**src/rtl/ram_arbiter.sv**
```systemverilog
// ram_arbiter: round-robin arbiter giving two requesters access to one
// synchronous single-port RAM. Each transaction runs IDLE -> ACCESS -> RESP,
// so it takes three cycles.
//
// Ports
//   clk, rst              clock, asynchronous active-high reset
//   req0/req1             request, held until the matching ack
//   we0/we1               1 = write, 0 = read
//   addr0/addr1           word address
//   wdata0/wdata1         write data
//   ack0/ack1             one-cycle completion pulse
//   rdata, rvalid         read data, valid together with the ack of a read
//   busy                  high whenever a transaction is in flight
//   ram_addr, ram_din     RAM address and write data (hold between accesses)
//   ram_writeEn, ram_read RAM strobes, asserted only in ACCESS
//   ram_dout              RAM registered read data
module ram_arbiter #(
    parameter int unsigned ADDR_WIDTH = 16,
    parameter int unsigned DATA_WIDTH = 32
) (
    input  logic                  clk,
    input  logic                  rst,
    input  logic                  req0,
    input  logic                  req1,
    input  logic                  we0,
    input  logic                  we1,
    input  logic [ADDR_WIDTH-1:0] addr0,
    input  logic [ADDR_WIDTH-1:0] addr1,
    input  logic [DATA_WIDTH-1:0] wdata0,
    input  logic [DATA_WIDTH-1:0] wdata1,
    output logic                  ack0,
    output logic                  ack1,
    output logic [DATA_WIDTH-1:0] rdata,
    output logic                  rvalid,
    output logic                  busy,
    output logic [ADDR_WIDTH-1:0] ram_addr,
    output logic [DATA_WIDTH-1:0] ram_din,
    output logic                  ram_writeEn,
    output logic                  ram_read,
    input  logic [DATA_WIDTH-1:0] ram_dout
);

    typedef enum logic [1:0] {
        ST_IDLE   = 2'd0,
        ST_ACCESS = 2'd1,
        ST_RESP   = 2'd2
    } state_t;

    state_t                r_state;
    state_t                w_state_nxt;

    logic                  r_last_grant;
    logic                  r_win;
    logic                  r_we;
    logic [ADDR_WIDTH-1:0] r_ram_addr;
    logic [DATA_WIDTH-1:0] r_ram_din;
    logic                  r_ram_we;
    logic                  r_ram_rd;
    logic                  r_ack0;
    logic                  r_ack1;
    logic                  r_rvalid;
    logic                  r_busy;
    logic [DATA_WIDTH-1:0] r_rdata;

    logic                  w_win;
    logic                  w_we_sel;
    logic [ADDR_WIDTH-1:0] w_addr_sel;
    logic [DATA_WIDTH-1:0] w_wdata_sel;
    logic                  w_load;
    logic                  w_ram_we_nxt;
    logic                  w_ram_rd_nxt;
    logic                  w_ack0_nxt;
    logic                  w_ack1_nxt;
    logic                  w_rvalid_nxt;
    logic                  w_busy_nxt;

    // Round-robin pick: a lone requester wins; on contention the port that
    // did not win last time gets it.
    always_comb begin
        w_win       = (req0 && req1) ? ~r_last_grant : req1;
        w_we_sel    = w_win ? we1    : we0;
        w_addr_sel  = w_win ? addr1  : addr0;
        w_wdata_sel = w_win ? wdata1 : wdata0;
    end

    // Next state and next registered outputs; outputs are computed one cycle
    // ahead so they line up with the state they belong to.
    always_comb begin
        w_state_nxt  = r_state;
        w_load       = 1'b0;
        w_ram_we_nxt = 1'b0;
        w_ram_rd_nxt = 1'b0;
        w_ack0_nxt   = 1'b0;
        w_ack1_nxt   = 1'b0;
        w_rvalid_nxt = 1'b0;
        case (r_state)
            ST_IDLE: begin
                if (req0 || req1) begin
                    w_state_nxt  = ST_ACCESS;
                    w_load       = 1'b1;
                    w_ram_we_nxt = w_we_sel;
                    w_ram_rd_nxt = ~w_we_sel;
                end
            end
            ST_ACCESS: begin
                w_state_nxt  = ST_RESP;
                w_ack0_nxt   = ~r_win;
                w_ack1_nxt   = r_win;
                w_rvalid_nxt = ~r_we;
            end
            ST_RESP: begin
                w_state_nxt = ST_IDLE;
            end
            default: begin
                w_state_nxt = ST_IDLE;
            end
        endcase
        w_busy_nxt = (w_state_nxt != ST_IDLE);
    end

    // State, latched request and registered outputs.
    always_ff @(posedge clk or posedge rst) begin
        if (rst) begin
            r_state      <= ST_IDLE;
            r_last_grant <= 1'b1;
            r_win        <= 1'b0;
            r_we         <= 1'b0;
            r_ram_addr   <= '0;
            r_ram_din    <= '0;
            r_ram_we     <= 1'b0;
            r_ram_rd     <= 1'b0;
            r_ack0       <= 1'b0;
            r_ack1       <= 1'b0;
            r_rvalid     <= 1'b0;
            r_busy       <= 1'b0;
            r_rdata      <= '0;
        end else begin
            r_state  <= w_state_nxt;
            r_ram_we <= w_ram_we_nxt;
            r_ram_rd <= w_ram_rd_nxt;
            r_ack0   <= w_ack0_nxt;
            r_ack1   <= w_ack1_nxt;
            r_rvalid <= w_rvalid_nxt;
            r_busy   <= w_busy_nxt;
            if (w_load) begin
                r_win        <= w_win;
                r_we         <= w_we_sel;
                r_last_grant <= w_win;
                r_ram_addr   <= w_addr_sel;
                r_ram_din    <= w_wdata_sel;
            end
            if (r_rvalid) begin
                r_rdata <= ram_dout;
            end
        end
    end

    // RAM data arrives during RESP, so it is passed straight through while
    // rvalid is high and the captured copy is shown otherwise.
    assign rdata       = r_rvalid ? ram_dout : r_rdata;
    assign rvalid      = r_rvalid;
    assign ack0        = r_ack0;
    assign ack1        = r_ack1;
    assign busy        = r_busy;
    assign ram_addr    = r_ram_addr;
    assign ram_din     = r_ram_din;
    assign ram_writeEn = r_ram_we;
    assign ram_read    = r_ram_rd;

endmodule

```
**config.mk**
```make
export PLATFORM = sky130hd
export DESIGN_NAME = ram_arbiter
export DESIGN_NICKNAME = d
export VERILOG_FILES = /design/src/rtl/ram_arbiter.sv
export SDC_FILE = /design/constraint.sdc
export NUM_CORES = 1
export LEC_CHECK = 0
export CAP_MARGIN = 20
export CORE_MARGIN = 2
export CORE_UTILIZATION = 30
export DETAILED_ROUTE_END_ITERATION = 10
export PLACE_DENSITY = 0.65
export SYNTH_ARGS = -nofsm -noshare
export SYNTH_HDL_FRONTEND = slang
export SYNTH_SLANG_ARGS = --single-unit
```
**constraint.sdc**
```tcl
create_clock -name clk -period 4.23 [get_ports clk]
set_input_delay 0.423 -clock clk [delete_from_list [all_inputs] [get_ports clk]]
set_output_delay 0.423 -clock clk [all_outputs]
set_load 0.02 [all_outputs]
```
==> results.yml <==
floorplanning:
  core_region_area_mm2: 0.0127
  ioPinCount: 220
  fp.dieW_um: 118
  die-area_mm2: 0.0140
  initial_core_util: 0.309
  rows: 41
  die_h_um: 118
route:
  via_per_inst: 4.84
  drtPass1Iterations: 4
  drc: 0
  ant_nets: 0
  initialDrtViolationCount: 140
  routed_wl_um: 12300
  num_vias: 3628
  post_drt_wl_per_cell_um: 16.4
timing:
  worst_pin_slew_ns: 0.900
  slew_headroom: 0.399
  period_share: 0.575
  setup_tns_ns: 0
  finalHoldViolations: 0
  rsz0062_at_grt: "no"
  report.final.setup_viol: 0
  fin_crit_ns: 2.43
  setup_slack_ns: 1.80
  fmax_mhz: 411
  slew_violations: 0
  skew_ns: 0.00531
global_route:
  grt_overflow: 0
  grt_pass1_wl_um: 19800
  grt_pass1_vias: 3791
  antenna_found_initial: 1
  grt_max_degree: 59
  globalRouteTotalUtil: 0.178
clocking:
  path_clk_slew_ns: 0.06
  cts-htree-levels: 3
  cts_root_buffer: "clkbuf_16"
  numCtsBuffers: 9
  post_cts_buffers: 0
  cts_tree: "yes"
  ctsHoldBuffers: 0
  clk_latency_ns: 0.34
  post_cts_resized: 0
  clock_path_buffers: 2
  cts.sinks: 91
placed_design:
  placed_cell_area_mm2: 0.00618
  dpl_worst_slack_ns: 1.83
  numPortBuffers: 219
  dp_hpwl_um: 8690
  place.gp.congestion: 0.770
critical_path:
  cp.arrival_ns: 2.01
  reg2reg_depth: 5
  path_cells: "buf_4 > mux2_2 > clkdlybuf4s50_1"
  crit_slowest_cell: "clkdlybuf4s50_1"
  cpPeakStageDelay_ns: 0.55
  crit_type: "flop to output port"
  cp-start-kind: "flop"
  cp.required_ns: 3.81
  endpoint_kind: "output port"
  cp_max_fo: 33
yosys:
  synth_simple_gate_area_frac: 0.106
  yosys_warnings: 0
  yosys_register_bits: 91
  syn_area_mm2: 0.00393
  netlist_top_cells_area: "dfrtp_1 (57%), nand2_1 (9.3%), mux2_2 (8.3%)"
  syn_area_per_cell_um2: 10.7
  syn_inst: 366
  yosys-mux-area-fraction: 0.0943
  ys_types: 26
  yosys.area.top_type: "dfrtp_1"
  synthAdderAreaFrac: 0
  synth_compound_area_frac: 0.162
  synth-xor-area-share: 0
  seq_area_frac_synth: 0.580
  syn_nets: 500
  synth_top_area_frac: 0.573
  synth_top_family_by_area: "compound AO/OA/AOI/OAI gates"
power_and_ir_drop:
  p_leak_nw: 2.64
  ir_drop_mv: 0.281
  power_density_mw_per_mm2: 773
layout:
  stdcell_area_mm2: 0.00651
  drive_gt1_frac: 0.121
  ff_latch_area_mm2: 0.00228
  multi_input_area_mm2: 0.00144
  fillers: 1195
  syn2layout_area_growth_pct: 65.6
  final_nets: 706
status:
  outcome: "complete, no violations"
run:
  maxCapViolations: 0
min_path:
  hold_path_class: "input port to async pin"
## cells by family after synthesis
group,Yosys count
multiplexers,33
buffers and inverters,33
AO/OA/AOI/OAI,103
AND/OR/NAND/NOR,106
flip-flops,91
## per-stage QoR
stage / util / hold WS, ns / power (W) / std cells
2_1_floorplan: - / 0.418 / 0.00299 / 366
3_3_place_gp: 0.486 / 0.455 / 0.00414 / 733
3_5_place_dp: 0.486 / 0.452 / 0.00421 / 733
4_1_cts: 0.511 / 0.462 / 0.00509 / 749
5_1_grt: 0.511 / 0.502 / 0.00533 / 750
6_report: 0.511 / 0.455 / 0.00503 / 750
## cells in the mapped netlist
| cell | count |
|---|---|
| nor2_1 | 3 |
| buf_6 | 7 |
| buf_12 | 1 |
| a31oi_1 | 48 |
| mux2i_1 | 1 |
| clkbuf_1 | 5 |
| or2_1 | 1 |
| dfrtp_1 | 90 |
| mux2_2 | 29 |
| a31oi_2 | 1 |
| a21boi_2 | 1 |
| a21oi_2 | 10 |
| nand2_4 | 1 |
| mux2_1 | 3 |
| inv_1 | 2 |
| and2_1 | 2 |
| buf_4 | 5 |
| dfstp_2 | 1 |
| nor2_2 | 1 |
| nand2_1 | 97 |
| a21bo_2 | 1 |
| a21oi_1 | 41 |
| buf_2 | 12 |
| a22o_1 | 1 |
| inv_2 | 1 |
| nand2b_1 | 1 |
## placed cells by master (no fill, tap or decap), types with 6 or more instances in the layout
cell type and count:
a21oi_1 41, a21oi_2 10, a31oi_1 48, buf_4 6
clkbuf_16 9, clkdlybuf4s50_1 219, dfrtp_1 90, mux2_2 29
nand2_1 97
## metal layers
| metal | track usage | vias to the layer above | part of all wire | wire length [µm] |
|---|---|---|---|---|
| li1 | - | 1686 | - | - |
| met1 | 0.225 | 1751 | 0.44 | 5400 |
| met2 | 0.284 | 175 | 0.47 | 5760 |
| met3 | 0.0492 | 16 | 0.076 | 938 |
| met4 | 0.0818 | 0 | 0.017 | 208 |
| met5 | 0 | - | 0 | 0 |
## flip-flops by register name, indices dropped and copies added, names as in the netlist
| name | flops |
|---|---|
| ack0 | 1 |
| ack1 | 1 |
| busy | 1 |
| r_last_grant | 1 |
| r_rdata | 32 |
| r_state | 2 |
| r_we | 1 |
| r_win | 1 |
| ram_addr | 16 |
| ram_din | 32 |
| ram_read | 1 |
| ram_writeEn | 1 |
| rvalid | 1 |
## power breakdown
part / total (W) / switching, W / internal, W
Sequential: 0.00152 / 0.000205 / 0.00131
Combinational: 0.00265 / 0.00140 / 0.00125
Clock: 0.000867 / 0.000345 / 0.000522
Total: 0.00503 / 0.00195 / 0.00308
## final timing paths
check,start,endpoint,slack (ns)
worst max-delay path,rvalid,rdata[17],1.80
worst min-delay path,rst,r_rdata[18],0.46
worst max register to register,r_state[0],ram_din[28],1.96
worst min register to register,r_win,ack0,0.46
max in group asynchronous,rst,ram_din[14],2.61
min in group clk,r_win,ack0,0.46
## layout make-up
class | count | area share
flip-flops and latches | 91 | 0.350
diodes | 1 | 0.000385
well taps | 172 | 0.0331
clock buffers | 9 | 0.0346
repair buffers | 225 | 0.344
inverters | 3 | 0.00192
clock inverters | 7 | 0.0152
multi-input cells | 242 | 0.221
## critical path, delay by kind of cell (launching register included)
| kind | cells | cell delay (ns) |
|---|---|---|
| multiplexers | 1 | 0.41 |
| buffers and inverters | 2 | 0.92 |
| flip-flops | 1 | 0.33 |
Power figures use the tool's default switching activity.
